$ cat src/rtl/led_scan_ctrl.sv
// rtl/led_scan_ctrl.sv - HUB75-style LED panel scan controller with painter query pipeline
//
// Walks a 64x64 panel as 32 row pairs.  For each row pair it queries an
// external painter for every pixel of the upper and lower half, shifts the
// returned colours into the panel, latches them and displays the row.
//
// Parameters
//   DELAY      painter pipeline latency in cycles (1..8)
//   ON_CYCLES  base display time per row in cycles (1..1024)
//
// Configuration macro
//   LED_SCAN_BCM_EN  when defined, display time is ON_CYCLES << subframe[2:0]
//                    (binary-coded modulation); otherwise ON_CYCLES always.
//
// Ports
//   clk       in   1   system clock, rising edge
//   resetn    in   1   asynchronous active-low reset
//   frame     out  10  frame number to painter
//   subframe  out  8   subframe number to painter
//   x         out  6   pixel column query to painter
//   y         out  6   pixel row query to painter
//   rgb       in   3   painter response {B,G,R}, DELAY cycles after its query
//   rgb0      out  3   upper-half pixel data to panel
//   rgb1      out  3   lower-half pixel data to panel
//   sclk      out  1   panel shift clock
//   latch     out  1   panel latch strobe
//   blank     out  1   panel output disable, 1 = dark
//   addr      out  5   panel row-pair address

module led_scan_ctrl #(
    parameter int DELAY     = 3,
    parameter int ON_CYCLES = 64
) (
    input  logic       clk,
    input  logic       resetn,
    output logic [9:0] frame,
    output logic [7:0] subframe,
    output logic [5:0] x,
    output logic [5:0] y,
    input  logic [2:0] rgb,
    output logic [2:0] rgb0,
    output logic [2:0] rgb1,
    output logic       sclk,
    output logic       latch,
    output logic       blank,
    output logic [4:0] addr
);

    typedef enum logic [1:0] {
        ST_SHIFT,
        ST_DRAIN,
        ST_LATCH,
        ST_DISPLAY
    } state_t;

    localparam logic [17:0] ON_LEN     = 18'(ON_CYCLES);
    localparam logic [17:0] DRAIN_LAST = 18'(DELAY);
    localparam logic [17:0] SHIFT_LAST = 18'd127;

    state_t            state;
    logic [17:0]       cnt;        // cycle counter within the current state
    logic [4:0]        row;        // row pair being scanned
    logic [2:0]        hold;       // upper-half colour waiting for its lower partner
    logic [DELAY-1:0]  tag_valid;  // query-was-real flag travelling with each query
    logic [DELAY-1:0]  tag_lower;  // 1 = query addressed the lower half (y = row + 32)
    logic [17:0]       disp_len;
    logic [6:0]        next_q;     // index of the query presented after this cycle

`ifdef LED_SCAN_BCM_EN
    assign disp_len = ON_LEN << subframe[2:0];
`else
    assign disp_len = ON_LEN;
`endif

    assign next_q = cnt[6:0] + 7'd1;

    always_ff @(posedge clk or negedge resetn) begin
        if (!resetn) begin
            state     <= ST_SHIFT;
            cnt       <= '0;
            row       <= '0;
            hold      <= '0;
            tag_valid <= '0;
            tag_lower <= '0;
            frame     <= '0;
            subframe  <= '0;
            x         <= '0;
            y         <= '0;
            rgb0      <= '0;
            rgb1      <= '0;
            sclk      <= 1'b0;
            latch     <= 1'b0;
            blank     <= 1'b1;
            addr      <= '0;
        end else begin
            // Tag pipeline: stage 0 describes the query presented this cycle,
            // stage DELAY-1 describes the query whose answer is on rgb now.
            tag_valid[0] <= (state == ST_SHIFT);
            tag_lower[0] <= cnt[0];
            for (int i = 1; i < DELAY; i++) begin
                tag_valid[i] <= tag_valid[i-1];
                tag_lower[i] <= tag_lower[i-1];
            end

            // Returning responses: upper half parks in hold, lower half pushes
            // the pixel pair to the panel together with a one-cycle sclk.
            sclk <= 1'b0;
            if (tag_valid[DELAY-1]) begin
                if (tag_lower[DELAY-1]) begin
                    rgb0 <= hold;
                    rgb1 <= rgb;
                    sclk <= 1'b1;
                end else begin
                    hold <= rgb;
                end
            end

            case (state)
                ST_SHIFT: begin
                    // Query 2c is (c, row), query 2c+1 is (c, row+32).
                    if (cnt == SHIFT_LAST) begin
                        state <= ST_DRAIN;
                        cnt   <= '0;
                    end else begin
                        cnt <= cnt + 18'd1;
                        x   <= next_q[6:1];
                        y   <= {next_q[0], row};
                    end
                end

                ST_DRAIN: begin
                    // x/y hold their last value while the final responses land.
                    if (cnt == DRAIN_LAST) begin
                        state <= ST_LATCH;
                        cnt   <= '0;
                        latch <= 1'b1;
                        addr  <= row;
                    end else begin
                        cnt <= cnt + 18'd1;
                    end
                end

                ST_LATCH: begin
                    state <= ST_DISPLAY;
                    cnt   <= '0;
                    latch <= 1'b0;
                    blank <= 1'b0;
                end

                ST_DISPLAY: begin
                    if (cnt == disp_len - 18'd1) begin
                        state <= ST_SHIFT;
                        cnt   <= '0;
                        blank <= 1'b1;
                        row   <= row + 5'd1;
                        x     <= '0;
                        y     <= {1'b0, row + 5'd1};
                        // Frame counters only move between rows so every query
                        // of a row sees the same frame/subframe.
                        if (row == 5'd31) begin
                            subframe <= subframe + 8'd1;
                            if (subframe == 8'd255) begin
                                frame <= frame + 10'd1;
                            end
                        end
                    end else begin
                        cnt <= cnt + 18'd1;
                    end
                end

                default: begin
                    state <= ST_SHIFT;
                    cnt   <= '0;
                end
            endcase
        end
    end

endmodule

$ cat config.mk
export PLATFORM = sky130hd
export DESIGN_NAME = led_scan_ctrl
export DESIGN_NICKNAME = d
export VERILOG_FILES = /design/src/rtl/led_scan_ctrl.sv
export SDC_FILE = /design/constraint.sdc
export NUM_CORES = 1
export LEC_CHECK = 0
export ABC_CLOCK_PERIOD_IN_PS = 2500
export BUFFER_PORTS_ARGS = -buffer_cell sky130_fd_sc_hd__buf_2
export CORE_UTILIZATION = 57
export CTS_CLUSTER_SIZE = 20
export DETAILED_ROUTE_END_ITERATION = 16
export HOLD_SLACK_MARGIN = 0.06
export PLACE_DENSITY = 0.88
export SLEW_MARGIN = 20
export SYNTH_ARGS = -nofsm -noshare
export SYNTH_HDL_FRONTEND = slang
export SYNTH_SLANG_ARGS = --single-unit
$ cat constraint.sdc
create_clock -name clk -period 2.5 [get_ports clk]
set_input_delay 0 -clock clk [delete_from_list [all_inputs] [get_ports clk]]
set_output_delay 0 -clock clk [all_outputs]
set_load 0.05 [all_outputs]
==> run summary <==
The flow ran to the end, and the final reports show no timing, DRC or antenna violations. The total internal power was 1.98 mW; the power per unit of standard cell area was 589 mW/mm². Slowest library cell on the worst path: or4_4. Among cell families on the critical path, the largest total delay comes from simple AND/OR/NAND/NOR gates. The critical path is of the register to register type. TritonCTS built the clock tree. Counting along the longest clock path gives a buffer depth of 2.

Once the floorplan was initialized, standard cells occupied 59.5% of the core. The worst setup path is launched from a register. The number of nets in the synthesized netlist is 319. The tools report the via count of the first global-routing pass as 2,552.

The tools report the capture point of the critical path as frame[1]. The category of the worst setup path capture point was a register. In the synthesized netlist the dominant register cell turns out to be dfrtp_1. Per report_power, the clock group accounts for 46.6% of the total. Net switching is 20.8% of the power. The number of enable-type register cells in the synthesized netlist came out at 0. The highest clock rate was 431 MHz; the post-detailed-placement half-perimeter wirelength was 4.97 mm.

Clock tree synthesis found a total of 78 sinks. Summed over all layers, the global routing overflow is 0. The number of warnings reported in the yosys synthesis log is 0.

The first-pass GRT wire length is 12.1 mm, and the leakage component of the power is 2.09 nW. After the last flow step, the layout net total stands at 386. Combinational logic burns 2.5% of the power.

The post-synthesis sequential element count is 78. Setup repair after global routing left no endpoint under its margin. CTS built an H-tree with a depth of 3. The filler cells instantiated in the layout total 416. The required time of the worst setup path is 2.74 ns. The run gives 0 as the number of setup violations in the final report. Port buffering added 48 buffers.

The critical path goes through buf_4, or4_4, nor4_4, nand4_4, nor2_2, mux2_2. The floorplan step set the die width to 80.9 µm. The run gives 2.56 ns as the data arrival time of the critical path. For the worst flop-to-flop path, the logic depth is 6. The logs give 0.381 mV for the worst-case vdd ir drop and 24.9% for the global-route usage over all layers. TritonCTS created 9 clock buffers. For the number of nets with antenna violations after routing, the log shows 0.

The clock edge transition at the registers on the reported setup and hold paths is 0.08 ns. The share of the cycle needed by the critical path after routing came out at 92.7%. Setup slack on the worst reg-to-reg path comes out at 0.18 ns. The post-layout minimum cycle time works out to 2.32 ns.

The transition time at the pin with the least slew margin works out to 0.942 ns. At the end of routability-driven placement, the weighted congestion stood at 0.858. For the flip-flop and latch area, the log shows 0.00195 mm². The critical path buffer and inverter count came out at 1. The insertion delay of the later-clocked pin in the worst-skew pair is 0.36 ns, and the area growth from synthesis to layout is 19.4%. Each instance of the synthesized netlist takes up on average 11.6 µm². The most critical setup path has its startpoint at cnt[7].

The first TritonRoute pass finished after 4 iterations. Share of the yosys chip area belonging to registers: 55.1%. The die covers 0.00654 mm².

The number of endpoints with negative hold slack in the final report came out at 0. Entering global routing, the biggest net connects 79 pins. The number of pins exceeding their max-slew limit in the final report came out at 0. The final layout contains routed wiring with a total length of 7.36 mm. The via count is 2,592, and the post-detailed-route via-to-cell ratio is 5.73. The initial antenna violation count was 0. The fraction of final layout cells sized beyond drive strength 1 came out at 29.7%.

Registers are responsible for 50.9% of the overall power. The root buffer cell chosen for the clock tree is clkbuf_8. In this run the tightest slew margin relative to its limit is 37.2%. The number of setup buffers added after CTS is 0. The capture point of the worst reg-to-reg path is frame[1]. Synthesis produced a netlist whose cell count is 305. The beginning of the worst register-to-register path was cnt[7].

The path class of the lowest-slack min-delay path was input pin to async pin. Sum of negative setup slack: 0 ns. Counting flops with an async set or reset pin after synthesis yields a share of 100%. The number of DRC violations after detailed routing was 0. 49 I/O pins were placed.

The tool flagged a number of max-cap violations equal to 0. The highest cell delay on the worst timing path works out to 0.54 ns. The multi-input combinational cells in the finished layout cover a total of 0.00154 mm².

For the initial detailed-routing violation count, the log shows 173. The tools report the number of distinct library cells after synthesis as 53. The floorplan has 28 rows. Across the routed clock network, the largest skew measured is 0.0179 ns.

The cell area that synthesis handed to floorplanning was 0.00355 mm². After detailed routing, the average wire length per cell comes to 16.3 µm. The floorplan step set the die height to 80.9 µm.

In this run the worst path has a maximum fanout of 10. For the core footprint, the log shows 0.00596 mm². Measured on the finished design, the core utilization comes to 71.1%.

Counting buffers and inverters, the worst setup path is 6 cells deep. For this design the total switching power over the nets is 0.520 mW. The number of inserted diodes came out at 0.
-- synthesized netlist by cell type, drive strengths merged (3+ instances only) --
| cell type | number | area [µm²] |
|---|---|---|
| a21oi | 6 | 30.0 |
| and2 | 4 | 26.3 |
| and3 | 7 | 45.1 |
| and4 | 3 | 28.8 |
| buf | 3 | 17.5 |
| clkbuf | 4 | 16.3 |
| dfrtp | 77 | 1930 |
| ha | 9 | 113 |
| inv | 11 | 41.3 |
| mux2 | 17 | 191 |
| mux2i | 3 | 30.0 |
| nand2 | 17 | 63.8 |
| nand3 | 16 | 80.1 |
| nand4 | 8 | 65.1 |
| nor2 | 27 | 104 |
| nor3 | 10 | 50.1 |
| nor4 | 10 | 77.6 |
| o21ai | 4 | 23.8 |
| o2bb2ai | 5 | 43.8 |
| o31ai | 3 | 27.5 |
| xnor2 | 16 | 140 |
| xor2 | 19 | 166 |
-- registers in the layout, summed over array words and instances (netlist names), 3 cells and up --
name	cells
y	6
x	6
addr	5
subframe	8
row	5
cnt	18
tag_lower	3
tag_valid	3
rgb1	3
rgb0	3
hold	3
frame	10
-- cells in the final DEF, fill, tap and decap left out, drive strengths merged, types with 4 or more instances in the layout --
cell type	netlist	final
dfrtp	77	77
buf	3	59
nor2	27	27
xor2	19	19
nand2	17	17
mux2	17	17
nand3	16	16
xnor2	16	16
inv	11	12
clkbuf	4	11
nor3	10	10
nor4	10	10
ha	9	9
nand4	8	8
and3	7	7
a21oi	6	6
o2bb2ai	5	5
dlygate4sd3	0	4
and2	4	4
o21ai	4	4
-- through the flow --
stage               worst slack [ns]  hold WS, ns  total power [mW]  instance area, µm²  instances
floorplan                      0.357       -0.296              1.32                3550        305
CTS                            0.130        0.352              2.51                4230        452
global route                  0.0532        0.368              2.57                4240        452
global placement               0.171        0.200              1.35                3930        432
detailed placement            0.0637        0.207              1.36                3930        432
finish                         0.181        0.328              2.50                4240        452
-- per-layer routing --
layer,vias up,track usage (%),share of wire (%)
li1,1217,-,-
met1,1282,32.6,44
met2,83,40.5,50
met3,10,4.49,5.1
met4,0,10.7,0.87
met5,-,0,0
-- worst register-to-register path, stage by stage, from the launching register on --
cell     delay [ns]
dfrtp_1        0.40
buf_4          0.16
or4_4          0.54
nor4_4         0.35
nand4_4        0.24
nor2_2         0.18
mux2_2         0.34
-- final cells by class --
class | count | area share, %
Clock inverter | 5 | 2.45
Sequential cell | 78 | 46.1
Inverter | 11 | 0.975
Clock buffer | 11 | 3.34
Tap cell | 75 | 2.22
Timing Repair Buffer | 63 | 8.63
Multi-Input combinational cell | 209 | 36.2
-- worst min path at each step --
| stage | startpoint | endpoint | slack (ns) |
|---|---|---|---|
| after global routing | tag_valid[1] | tag_valid[2] | 0.37 |
| after floorplan | resetn | addr[0] | -0.30 |
| after global placement | resetn | rgb1[0] | 0.20 |
| final | resetn | hold[0] | 0.33 |
| after CTS | tag_lower[1] | tag_lower[2] | 0.35 |
| after detailed placement | resetn | rgb1[0] | 0.21 |
-- repair_timing --
action | 4_1_cts | 5_1_grt
resized for setup | 1 | 3
endpoints found under the hold margin | 83 | 0
pin swaps | 0 | 0
setup endpoints to repair | 1 | 2
hold buffers | 4 | 0
-- power by group through the flow --
stage	combinational, mW	sequential (mW)	clock, mW
2_1_floorplan	0.00639	1.31	0
3_3_place_gp	0.0575	1.30	0
3_5_place_dp	0.0589	1.30	0
4_1_cts	0.0641	1.27	1.17
5_1_grt	0.0697	1.27	1.23
6_report	0.0619	1.27	1.16
-- cell families (layout without fill, tap and decap cells) --
group | Yosys count | in the layout | synth area share (%)
fa+ha+maj | 9 | 9 | 3.18
flops | 78 | 78 | 55.1
compound gates | 35 | 35 | 7.52
mux | 20 | 20 | 6.25
xor+xnor | 35 | 35 | 8.64
simple gates | 110 | 110 | 17.2
buf+inv | 18 | 90 | 2.12
(Power assumes the default switching activity.)
